File: src/rtl/dmem_port_arbiter_pkg.sv
// Shared definitions for the data-memory port arbiter.
// Arbiter states and the fixed access size used by the debug/loader requester.
package dmem_port_arbiter_pkg;

    typedef enum logic [0:0] {
        ARB_CORE  = 1'b0,
        ARB_STEAL = 1'b1
    } arb_state_t;

    localparam logic [2:0] DBG_FUNC3_WORD = 3'b010;

endpackage

File: src/rtl/dmem_arb_wait_ctr.sv
// Saturating count of busy cycles a pending dbg request has waited.
// Raises 'steal' on the cycle whose increment reaches MAX_WAIT.
module dmem_arb_wait_ctr #(
    parameter int MAX_WAIT = 8
) (
    input  logic clk,
    input  logic reset,
    input  logic inc,
    input  logic clr,
    output logic steal
);

    localparam int CNT_W = $clog2(MAX_WAIT + 1);
    localparam logic [CNT_W-1:0] CNT_LAST = CNT_W'(MAX_WAIT - 1);
    localparam logic [CNT_W-1:0] CNT_TOP  = CNT_W'(MAX_WAIT);

    logic [CNT_W-1:0] wait_cnt;

    assign steal = inc && (wait_cnt == CNT_LAST);

    // Clear wins over increment; the count parks at MAX_WAIT instead of wrapping.
    always_ff @(posedge clk or posedge reset) begin
        if (reset) begin
            wait_cnt <= '0;
        end else if (clr) begin
            wait_cnt <= '0;
        end else if (inc && (wait_cnt != CNT_TOP)) begin
            wait_cnt <= wait_cnt + 1'b1;
        end
    end

endmodule

File: src/rtl/dmem_port_arbiter.sv
// Shares the data-memory port between the MEM stage (fixed priority) and a debug/loader port.
// Define DMEM_ARB_ANTISTARVE_EN to add the wait counter and the one-cycle ARB_STEAL core stall.
module dmem_port_arbiter
    import dmem_port_arbiter_pkg::*;
#(
    parameter int DATA_W     = 32,
    parameter int DM_ADDRESS = 9,
    parameter int MAX_WAIT   = 8
) (
    input  logic                  clk,
    input  logic                  reset,
    input  logic                  core_rd,
    input  logic                  core_wr,
    input  logic [DM_ADDRESS-1:0] core_addr,
    input  logic [DATA_W-1:0]     core_wdata,
    input  logic [2:0]            core_func3,
    output logic [DATA_W-1:0]     core_rdata,
    output logic                  core_stall,
    input  logic                  dbg_req,
    input  logic                  dbg_we,
    input  logic [DM_ADDRESS-1:0] dbg_addr,
    input  logic [DATA_W-1:0]     dbg_wdata,
    output logic                  dbg_gnt,
    output logic                  dbg_rvalid,
    output logic [DATA_W-1:0]     dbg_rdata,
    output logic                  mem_rd,
    output logic                  mem_wr,
    output logic [DM_ADDRESS-1:0] mem_addr,
    output logic [DATA_W-1:0]     mem_wdata,
    output logic [2:0]            mem_func3,
    input  logic [DATA_W-1:0]     mem_rdata
);

    arb_state_t state;
    logic       core_busy;

    if (MAX_WAIT < 1) begin : g_bad_max_wait
        $error("dmem_port_arbiter: MAX_WAIT must be at least 1");
    end

    assign core_busy  = core_rd | core_wr;
    assign core_rdata = mem_rdata;

`ifdef DMEM_ARB_ANTISTARVE_EN
    logic wait_inc;
    logic wait_clr;
    logic steal;

    assign wait_inc = (state == ARB_CORE) && dbg_req && core_busy;
    assign wait_clr = dbg_gnt || !dbg_req;

    dmem_arb_wait_ctr #(
        .MAX_WAIT (MAX_WAIT)
    ) u_wait_ctr (
        .clk   (clk),
        .reset (reset),
        .inc   (wait_inc),
        .clr   (wait_clr),
        .steal (steal)
    );

    // A steal always lasts exactly one cycle, whether or not dbg is still asking.
    always_ff @(posedge clk or posedge reset) begin
        if (reset) begin
            state <= ARB_CORE;
        end else if (state == ARB_STEAL) begin
            state <= ARB_CORE;
        end else if (steal) begin
            state <= ARB_STEAL;
        end
    end
`else
    assign state = ARB_CORE;
`endif

    assign core_stall = (state == ARB_STEAL);

    // Port mux; everything is held idle while reset is asserted.
    always_comb begin
        dbg_gnt   = 1'b0;
        mem_rd    = 1'b0;
        mem_wr    = 1'b0;
        mem_addr  = '0;
        mem_wdata = '0;
        mem_func3 = '0;
        if (!reset) begin
            if ((state == ARB_STEAL) || (dbg_req && !core_busy)) begin
                dbg_gnt   = dbg_req;
                mem_rd    = dbg_req && !dbg_we;
                mem_wr    = dbg_req && dbg_we;
                mem_addr  = dbg_addr;
                mem_wdata = dbg_wdata;
                mem_func3 = DBG_FUNC3_WORD;
            end else begin
                mem_rd    = core_rd;
                mem_wr    = core_wr;
                mem_addr  = core_addr;
                mem_wdata = core_wdata;
                mem_func3 = core_func3;
            end
        end
    end

    always_ff @(posedge clk or posedge reset) begin
        if (reset) begin
            dbg_rvalid <= 1'b0;
            dbg_rdata  <= '0;
        end else begin
            dbg_rvalid <= dbg_gnt && !dbg_we;
            if (dbg_gnt && !dbg_we) begin
                dbg_rdata <= mem_rdata;
            end
        end
    end

endmodule

File: config.mk
export PLATFORM = sky130hd
export DESIGN_NAME = dmem_port_arbiter
export DESIGN_NICKNAME = d
export VERILOG_FILES = /design/src/rtl/dmem_port_arbiter_pkg.sv /design/src/rtl/dmem_arb_wait_ctr.sv /design/src/rtl/dmem_port_arbiter.sv
export SDC_FILE = /design/constraint.sdc
export NUM_CORES = 1
export LEC_CHECK = 0
export BUFFER_PORTS_ARGS = -buffer_cell sky130_fd_sc_hd__buf_2
export CELL_PAD_IN_SITES_DETAIL_PLACEMENT = 0
export CELL_PAD_IN_SITES_GLOBAL_PLACEMENT = 1
export CORE_MARGIN = 3
export CORE_UTILIZATION = 23
export DETAILED_ROUTE_END_ITERATION = 10
export GPL_ROUTABILITY_DRIVEN = 0
export PLACE_DENSITY_LB_ADDON = 0.1
export SETUP_SLACK_MARGIN = 0.02
export SLEW_MARGIN = 20
export SYNTH_ARGS = -nofsm -noshare
export SYNTH_HDL_FRONTEND = slang
export SYNTH_SLANG_ARGS = --single-unit
File: constraint.sdc
create_clock -name clk -period 2.7 [get_ports clk]
set_input_delay 0.27 -clock clk [delete_from_list [all_inputs] [get_ports clk]]
set_output_delay 0.27 -clock clk [all_outputs]
set_load 0.01 [all_outputs]
After elaboration in Yosys (flattened, before gate mapping):

Cells that the tools add are included.

* register bits: 33
* input port bits: 123
* output and inout port bits: 113
* word-level logic and storage cells: 21

* mux-type cells: 12
* bitwise operators: 1
* reductions and logical operators: 6

Operators by type and width (count)
* $mux W32: 2
* $mux W9: 2
* $mux W1: 6
* $mux W3: 2
* $logic_and A1 B1 Y1: 4
* $logic_not A1 Y1: 2
* $or A1 B1 Y1: 1

Logic depth before layout (Yosys ltp):

Gate-level depths: netlist (run 1).

* depth after elaboration: 6
* mapped depth: 5
* mapped depth without buffers: 3

Least setup slack after synthesis (run 1):

Ideal clock, no wire load.

* path type: input port to flip-flop
* start point: input port reset
* end point: register dbg_rdata[10]
* setup time: 127 ps
* arrival: 1461 ps
* required time: 2573 ps
* setup slack: 1112 ps
* stages on the path: 5
* path buffers: 2
* path through: nor4b_4 -> nor2b_1 -> buf_2 -> buf_6 -> mux2_1

* word-level cells in the longest chain between the ends: 2

RTL lines
* start: declaration: RTL line dmem_port_arbiter.sv:11 `input logic reset,`
* $mux W1: RTL line dmem_port_arbiter.sv:86 `if (!reset) begin`
* $logic_and A1 B1 Y1: RTL line dmem_port_arbiter.sv:110 `if (dbg_gnt && !dbg_we) begin`
* end signal: assignment: RTL line dmem_port_arbiter.sv:111 `dbg_rdata <= mem_rdata;`
* end: declaration: RTL line dmem_port_arbiter.sv:25 `output logic [DATA_W-1:0] dbg_rdata,`

Every way passes these cells.
A chain may end at the register's enable or synchronous reset.

Worst setup path in the final report (run 1):

* start point: input port reset
* end point: output port mem_wdata[27]

* word-level cells in the longest chain between the ends: 1

RTL lines
* $mux W32: RTL line dmem_port_arbiter.sv:86
* end: declaration: RTL line dmem_port_arbiter.sv:29 `output logic [DATA_W-1:0] mem_wdata,`

Every way passes these cells.

==> results.ini, run 1 <==
[outcome]
status=complete, no violations

[die]
die_h_microns=98.1
die-area_sq_mm=0.00962
row_count=32
start_util_pct=24.5
ios=236
core_area_sq_mm=0.00797
die_w_microns=98.1

[min_path]
hold_path_class=in2async

[grt]
antenna_found_initial=0
grt_pass1_vias=1959
use_met3_pct=5.07
grt_usage_pct=14.3
top_usage_layer=met2
grt.overflow.total=0
grt_pass1_wl_mm=10.6
met2_usage_pct=26.0
grt_start_max_net_pins=44
grt_util_met1_pct=15.8

[yosys]
avgSynthCellArea_sq_um=11.9
syn-num-nets=287
syn-cell-area_sq_mm=0.00195
ys_types=16
synthTopCellsByCount=a22o_1, buf_4, dfrtp_1
synth.area.top_cells=dfrtp_1, a22o_1, mux2_1, buf_4, mux2_2
yosysMostFrequentCell=a22o_1
synth_async_sr_flop_share_pct=100
yosysTopAreaCell=dfrtp_1
ys_warn_count=0
synthCells=164
synth-seq-cells=33
synth_edf_count=0
synth-main-ff-cell=dfrtp_1
synth_top_area_share_pct=42.3
seq_area_frac_synth_pct=42.3

[clocking]
path_clk_slew_ps=60
tritoncts=done
h-tree-depth=2
cts-root-buf=clkbuf_8
worst_skew_pair.late_latency_ps=270
numCtsBuffers=5
hold_buffers=0
cts_post_setup_buffers_inserted=0
cts.sinks=33
cts_resized=0
cts.path.max_buffers=2

[cells_and_area]
drive_gt1_share_pct=69.1
antennaDiodeCount=0
area_growth_pct=60.0
fin_nets=488
post-route-util_pct=39.2
final_cells=468
postLayoutCellArea_sq_mm=0.00312

[worst_setup_path]
critPathRequiredTime_ps=2430
worst-endpoint-arrival_ps=1540
r2r_end=dbg_rdata[13]
crit_end=mem_wdata[27]
r2r_cells=1
crit_type=in2out
crit_start=reset
end_kind=output port
startpoint_type=input port
cp_max_fo=43
reg2reg_slack_ps=1920
reg2reg_from=dbg_rdata[13]

[power_and_ir_drop]
p_per_area_mw_per_mm2=537
peakVddDrop_uv=228
power_leakage_uw=0.00185

[timing]
setup_viol=0
period_needed_ps=1810
tightest_slew_ps=557
grt_setup_unrepaired=no
period_share_pct=67.1
fmax_ghz=0.552
finClkSkew_ps=0
setup_tns_ps=0
slew_headroom_pct=62.8
hold_viol_final=0
slew_viol_final=0
setup_ws_ps=887

[detailed_routing]
antenna_left=0
drt_pass1_iterations=4
wl_per_cell_microns=15.8
vias_per_cell=4.29
drtIter0Drc=25
num_vias=2006
drc=0
wirelength_mm=7.40

[placement]
place_inst=460
pre_cts_ws_ps=715
dp_hpwl_mm=6.29
dpl_cell_area_sq_mm=0.00301
portBuffers=234

[run]
max_cap_viol_count=0

-- stage by stage --
step	hold WS [ps]	total power, uW
after global placement	403	1230
after detailed placement	399	1230
after floorplan	405	942
after CTS	89.7	1710
final	85.5	1680
after global routing	105	1790
-- layout by cell type, fill, tap and decap left out --
master,instances
and2_1,2
buf_4,4
mux2_2,4
a21o_1,2
dfrtp_1,33
a22o_1,41
nor4b_4,1
buf_12,1
a31oi_4,1
buf_2,234
clkbuf_8,6
clkbuf_1,1
mux2_1,28
nor2_1,1
nor2b_4,1
bufinv_16,1
a31oi_1,1
conb_1,1
inv_1,3
-- metal layers --
layer / vias up / routed length, microns
met1: 902 / 2640
met4: 0 / 78
met2: 127 / 3880
met3: 6 / 802
met5: - / 0
li1: 971 / -
-- worst max-delay path: stages --
cell and delay [ps]:
buf_2 140, nor4b_4 290, buf_4 440, a22o_1 220
buf_2 160
-- worst min path at each step --
stage | cells past startpoint | endpoint | startpoint | slack [ps]
finish | 3 | dbg_rdata[2] | reset | 90
global route | 3 | dbg_rdata[2] | reset | 110
CTS | 3 | dbg_rdata[2] | reset | 90
detailed placement | 3 | dbg_rdata[2] | reset | 400
global placement | 3 | dbg_rdata[2] | reset | 400
floorplan | 1 | dbg_rdata[0] | mem_rdata[0] | 400
-- power by group --
part	leakage [uW]	internal, uW	switching (uW)
clock	0.0000585	301	164
sequential	0.000406	606	45.8
combinational	0.00138	280	281
-- cells by family after synthesis --
kind of cell           after synthesis  share of synthesized area, %
AO/OA/AOI/OAI                       45                          19.8
buffers and inverters               48                          16.8
flip-flops                          33                          42.3
multiplexers                        32                          18.5
other                                1                         0.192
AND/OR/NAND/NOR                      5                          2.37
-- final cells by class --
type	count	area [sq um]
tap	102	128
sequential	33	826
clock buffer	7	86.3
fill	866	4850
multi-input combinational	83	820
timing repair buffer	239	1220
inverter	3	11.3
clock inverter	1	30.0
-- sequential cells by signal (all words and copies together) (netlist names) --
signal and count:
dbg_rdata 32, dbg_rvalid 1
(Power assumes the default switching activity.)
==> run 2: changes to the inputs <==
--- a/config.mk
+++ b/config.mk
@@ -9,7 +9,7 @@
 export CELL_PAD_IN_SITES_DETAIL_PLACEMENT = 0
 export CELL_PAD_IN_SITES_GLOBAL_PLACEMENT = 1
 export CORE_MARGIN = 3
-export CORE_UTILIZATION = 23
+export CORE_UTILIZATION = 20
 export DETAILED_ROUTE_END_ITERATION = 10
 export GPL_ROUTABILITY_DRIVEN = 0
 export PLACE_DENSITY_LB_ADDON = 0.1
==> constraint.sdc (replaced) <==
create_clock -name clk -period 1.5 [get_ports clk]
set_input_delay 0.15 -clock clk [delete_from_list [all_inputs] [get_ports clk]]
set_output_delay 0.15 -clock clk [all_outputs]
set_load 0.01 [all_outputs]
==> run 2 against run 1 <==
Utilization fell by 4.6 points. Via count is 1.7% higher. Largest power group unchanged. Highest routed layer unchanged. Critical endpoint is now mem_rd. Global-route usage is 1.8 points lower. Final area increased by 3.7%. Die area is 14% higher. Final cell count rose by 7.1%.
==> results.ini, run 2 (same netlist as run 1, synthesis figures left out) <==
[power_and_ir_drop]
power_frac_clock_pct=27.9
p_int_uw=2150
peakVddDrop_uv=357
power_leakage_uw=0.00189
finalPower_uw=3040
swShare_pct=29.2
p_per_area_mw_per_mm2=938
comb_power_share_pct=33.5
seqPwrFrac_pct=38.5
switchingPower_uw=888

[cells_and_area]
final_common_cell=buf_2
reg.largest.list=dbg_rdata (32), dbg_rvalid (1)
max_flop_register=dbg_rdata
postLayoutCellArea_sq_mm=0.00324
largest_register_ffs=32
mostFrequentLayoutCells=buf_2, a22o_1, dfrtp_1, mux2_1, buf_4
area_growth_pct=66.0
drive_gt1_share_pct=69.9
post-route-util_pct=34.6
fin_nets=494
fillCellCount=1025
final_cells=501
antennaDiodeCount=0

[timing]
setup_viol=0
period_needed_ps=1380
whs_ps=97.2
period_share_pct=91.9
hold_viol_final=0
slew_viol_final=0
finClkSkew_ps=0
fmax_ghz=0.725
grt_setup_unrepaired=no

[placement]
place_inst=491
dp_hpwl_mm=6.09
dpl_cell_area_sq_mm=0.00308
portBuffers=234

[die]
ios=236
die_h_microns=105
start_util_pct=20.8
core_area_sq_mm=0.00937
row_count=35
die_w_microns=105
die-area_sq_mm=0.0110

[worst_setup_path]
critPathRequiredTime_ps=1350
cp_max_fo=17
worst-endpoint-arrival_ps=1230
crit_type=in2out
end_kind=output port
startpoint_type=input port

[grt]
grt_start_max_net_pins=35
antenna_found_initial=0
grt.overflow.total=0
grt_usage_pct=12.5
grt_pass1_wl_mm=10.9
grt_pass1_vias=2088

[outcome]
status=complete, no violations

[detailed_routing]
drc=0
wl_per_cell_microns=14.5
num_vias=2041
drtIter0Drc=38
vias_per_cell=4.07
antenna_left=0
wirelength_mm=7.27
drt_pass1_iterations=4

[clocking]
h-tree-depth=2
cts.sinks=33
cts.path.max_buffers=2
numCtsBuffers=5
cts-root-buf=clkbuf_8
tritoncts=done
path_clk_slew_ps=70
hold_buffers=0
worst_skew_pair.late_latency_ps=280

[min_path]
hold_path_class=in2reg

[run]
max_cap_viol_count=0

run 2: changes by cell type in the layout (fill, tap and decap cells not counted), sizes merged:
| cell | delta |
|---|---|
| buf | +5 |
| clkinvlp | +1 |
run 2: metrics by stage:
step	setup TNS (ps)	worst slack (ps)
2_1_floorplan	0	31.8
3_3_place_gp	-13.8	-3.70
3_5_place_dp	-467	-27.4
4_1_cts	0	75.7
5_1_grt	0	22.7
6_report	0	121
run 2: worst paths after layout:
path / from / endpoint / slack (ps) / cells past startpoint
max in group asynchronous: reset / dbg_rdata[24] / 1000 / 4
hold reg to reg: dbg_rdata[5] / dbg_rdata[5] / 480 / 1
setup / recovery: reset / mem_rd / 120 / 6
setup reg to reg: dbg_rdata[2] / dbg_rdata[2] / 720 / 1
min in group asynchronous: reset / dbg_rdata[29] / 180 / 4
hold / removal: mem_rdata[14] / dbg_rdata[14] / 100 / 2
run 2: repair_timing:
item,CTS,global route
buffers inserted,0,1
endpoints found under the setup margin,0,5
resized for setup,0,1
endpoints found under the hold margin,0,0
run 2: final cells by class:
class / count / area, sq um / area share (%)
flip-flops and latches: 33 / 826 / 25.5
clock buffers: 6 / 82.6 / 2.55
repair buffers: 245 / 1300 / 40.1
clock inverters: 2 / 37.5 / 1.16
multi-input cells: 83 / 820 / 25.3
inverters: 3 / 11.3 / 0.348
well taps: 129 / 161 / 4.98
run 2: worst max-delay path, stage by stage:
cell	delay, ps
buf_2	120
nor4b_4	330
nor2b_4	240
buf_12	170
a21o_1	90
buf_2	130
run 2: metal layers:
metal	part of all wire [%]	track usage, %	up-vias
li1	-	-	988
met1	38	13.5	922
met2	53	23.7	129
met3	8.8	3.21	2
met4	0.74	3.37	0
met5	0	0	-
run 2: power by group through the flow:
| stage | logic (uW) | registers, uW | clock network [uW] |
|---|---|---|---|
| floorplan | 400 | 1290 | 0 |
| global placement | 1040 | 1190 | 0 |
| detailed placement | 1040 | 1190 | 0 |
| CTS | 1040 | 1170 | 887 |
| global route | 1120 | 1200 | 920 |
| finish | 1020 | 1170 | 848 |
==> run 3: changes to the inputs <==
--- a/config.mk
+++ b/config.mk
@@ -12,7 +12,7 @@
 export CORE_UTILIZATION = 20
 export DETAILED_ROUTE_END_ITERATION = 10
 export GPL_ROUTABILITY_DRIVEN = 0
-export PLACE_DENSITY_LB_ADDON = 0.1
+export PLACE_DENSITY = 0.74
 export SETUP_SLACK_MARGIN = 0.02
 export SLEW_MARGIN = 20
 export SYNTH_ARGS = -nofsm -noshare
==> run 3 against run 2 <==
Non-clock buffer count down 2. Global-route usage down 0.51 points. Routed wire length down 0.67%. Clock skew unchanged. Setup slack worse by 23 ps. Clock-buffer cell count unchanged. Via count up 0.88%. Critical path depth unchanged. Utilization down 0.47 points. Fmax down 1.6%. Sequential share of layout area up 0.35 points. Critical path type unchanged. Die area unchanged. Highest routed layer unchanged.
==> results.ini, run 3 (same netlist as run 1, synthesis figures left out) <==
[detailed_routing]
num_vias=2059
drtIter0Drc=37
drc=0
wirelength_mm=7.22
vias_per_cell=4.13
antenna_left=0
wl_per_cell_microns=14.5
drt_pass1_iterations=2

[min_path]
hold_path_class=in2reg
min_to=dbg_rdata[15]
min-delay-start=mem_rdata[15]
hold_path_depth=2

[power_and_ir_drop]
peakVddDrop_uv=336
seqPwrFrac_pct=41.8
comb_power_share_pct=36.1
power_frac_clock_pct=22.1
p_int_uw=1930
power_leakage_uw=0.00187
swShare_pct=31.4
switchingPower_uw=882
p_per_area_mw_per_mm2=880

[worst_setup_path]
critPathSlowestCell=nor4b_4
worst-endpoint-arrival_ps=1250
startpoint_type=input port
critPathRequiredTime_ps=1350
r2r_cells=1
crit_type=in2out
reg2reg_slack_ps=710
crit_chain=buf_2, nor4b_4, buf_4, buf_4, a22o_1, buf_2
cp_max_fo=7
reg2reg_from=dbg_rdata[30]
cp_slowest_stage_delay_ps=300
end_kind=output port
r2r_end=dbg_rdata[30]

[cells_and_area]
final_common_cell=buf_2
drive_gt1_share_pct=69.5
mostFrequentLayoutCells=buf_2, a22o_1, dfrtp_1, mux2_1
max_flop_register=dbg_rdata
largest_register_ffs=32
area_growth_pct=63.8
final_cells=499
antennaDiodeCount=0
seqCellArea_sq_um=826
fillCellCount=1004
multi_input_area_sq_um=820
fin_nets=492
reg.largest.list=dbg_rdata (32), dbg_rvalid (1)

[timing]
finClkSkew_ps=0
whs_ps=99.6
fmax_ghz=0.713
period_needed_ps=1400
period_share_pct=93.5
slew_viol_final=0
setup_tns_ps=0
setup_viol=0
hold_viol_final=0
grt_setup_unrepaired=yes

[grt]
grt.overflow.total=0
grt_start_max_net_pins=44
antenna_found_initial=0
grt_usage_pct=12.0
grt_pass1_vias=2007
grt_pass1_wl_mm=10.5

[die]
ios=236
die_w_microns=105
die-area_sq_mm=0.0110
start_util_pct=20.8
row_count=35
die_h_microns=105
core_area_sq_mm=0.00937

[clocking]
cts.sinks=33
cts-root-buf=clkbuf_8
cts_resized=0
path_clk_slew_ps=70
numCtsBuffers=5
tritoncts=done
hold_buffers=0
cts.path.max_buffers=2
h-tree-depth=2
worst_skew_pair.late_latency_ps=270

[placement]
portBuffers=234
place_inst=490
dp_hpwl_mm=6.26

[run]
max_cap_viol_count=0

[outcome]
status=complete, no violations

run 3: final cells by class:
class,count,area share [%]
Clock buffer,6,2.27
Sequential cell,33,25.9
Inverter,3,0.353
Timing Repair Buffer,243,40.5
Multi-Input combinational cell,83,25.7
Tap cell,129,5.05
Clock inverter,2,0.313
run 3: repair_timing:
| action | CTS | global route |
|---|---|---|
| endpoints found under the hold margin | 0 | 0 |
| setup endpoints to repair | 0 | 5 |
| buffers inserted | 0 | 0 |
run 3: how the worst max path moves through the flow:
stage / startpoint / endpoint / slack, ps / cells past startpoint
floorplan: reset / dbg_rdata[10] / 30 / 5
global placement: reset / dbg_rdata[25] / 50 / 5
detailed placement: reset / dbg_rdata[10] / 30 / 5
CTS: reset / mem_wdata[1] / 70 / 6
global route: reset / mem_addr[6] / 20 / 6
finish: reset / mem_addr[6] / 100 / 6
run 3: per-layer routing:
| layer | vias to the layer above | wire (microns) | share of wire [%] | track usage, % |
|---|---|---|---|---|
| li1 | 979 | - | - | - |
| met1 | 935 | 2640 | 37 | 13.0 |
| met2 | 139 | 3680 | 51 | 21.6 |
| met3 | 6 | 764 | 11 | 3.71 |
| met4 | 0 | 142 | 2.0 | 4.40 |
| met5 | - | 0 | 0 | 0 |
run 3: critical path, delay by kind of cell:
family	cells	cell delay (ps)
compound gates	1	180
simple gates	1	300
buf+inv	4	610
run 3: power by group through the flow:
stage          Combinational, uW  Sequential [uW]  Clock [uW]
3_3_place_gp                1010             1190           0
5_1_grt                     1100             1200         690
2_1_floorplan                400             1290           0
6_report                    1020             1170         621
3_5_place_dp                1030             1190           0
4_1_cts                     1030             1180         658
run 3: stage by stage:
step           utilization [%]  worst slack (ps)  instance area [sq um]  power (uW)
3_5_place_dp              32.9              28.1                   3090        2230
2_1_floorplan                -              31.8                   1950        1690
3_3_place_gp              32.9              53.8                   3090        2200
5_1_grt                   34.1              17.7                   3190        2990
4_1_cts                   33.8              70.3                   3170        2870
6_report                  34.1              97.9                   3190        2810
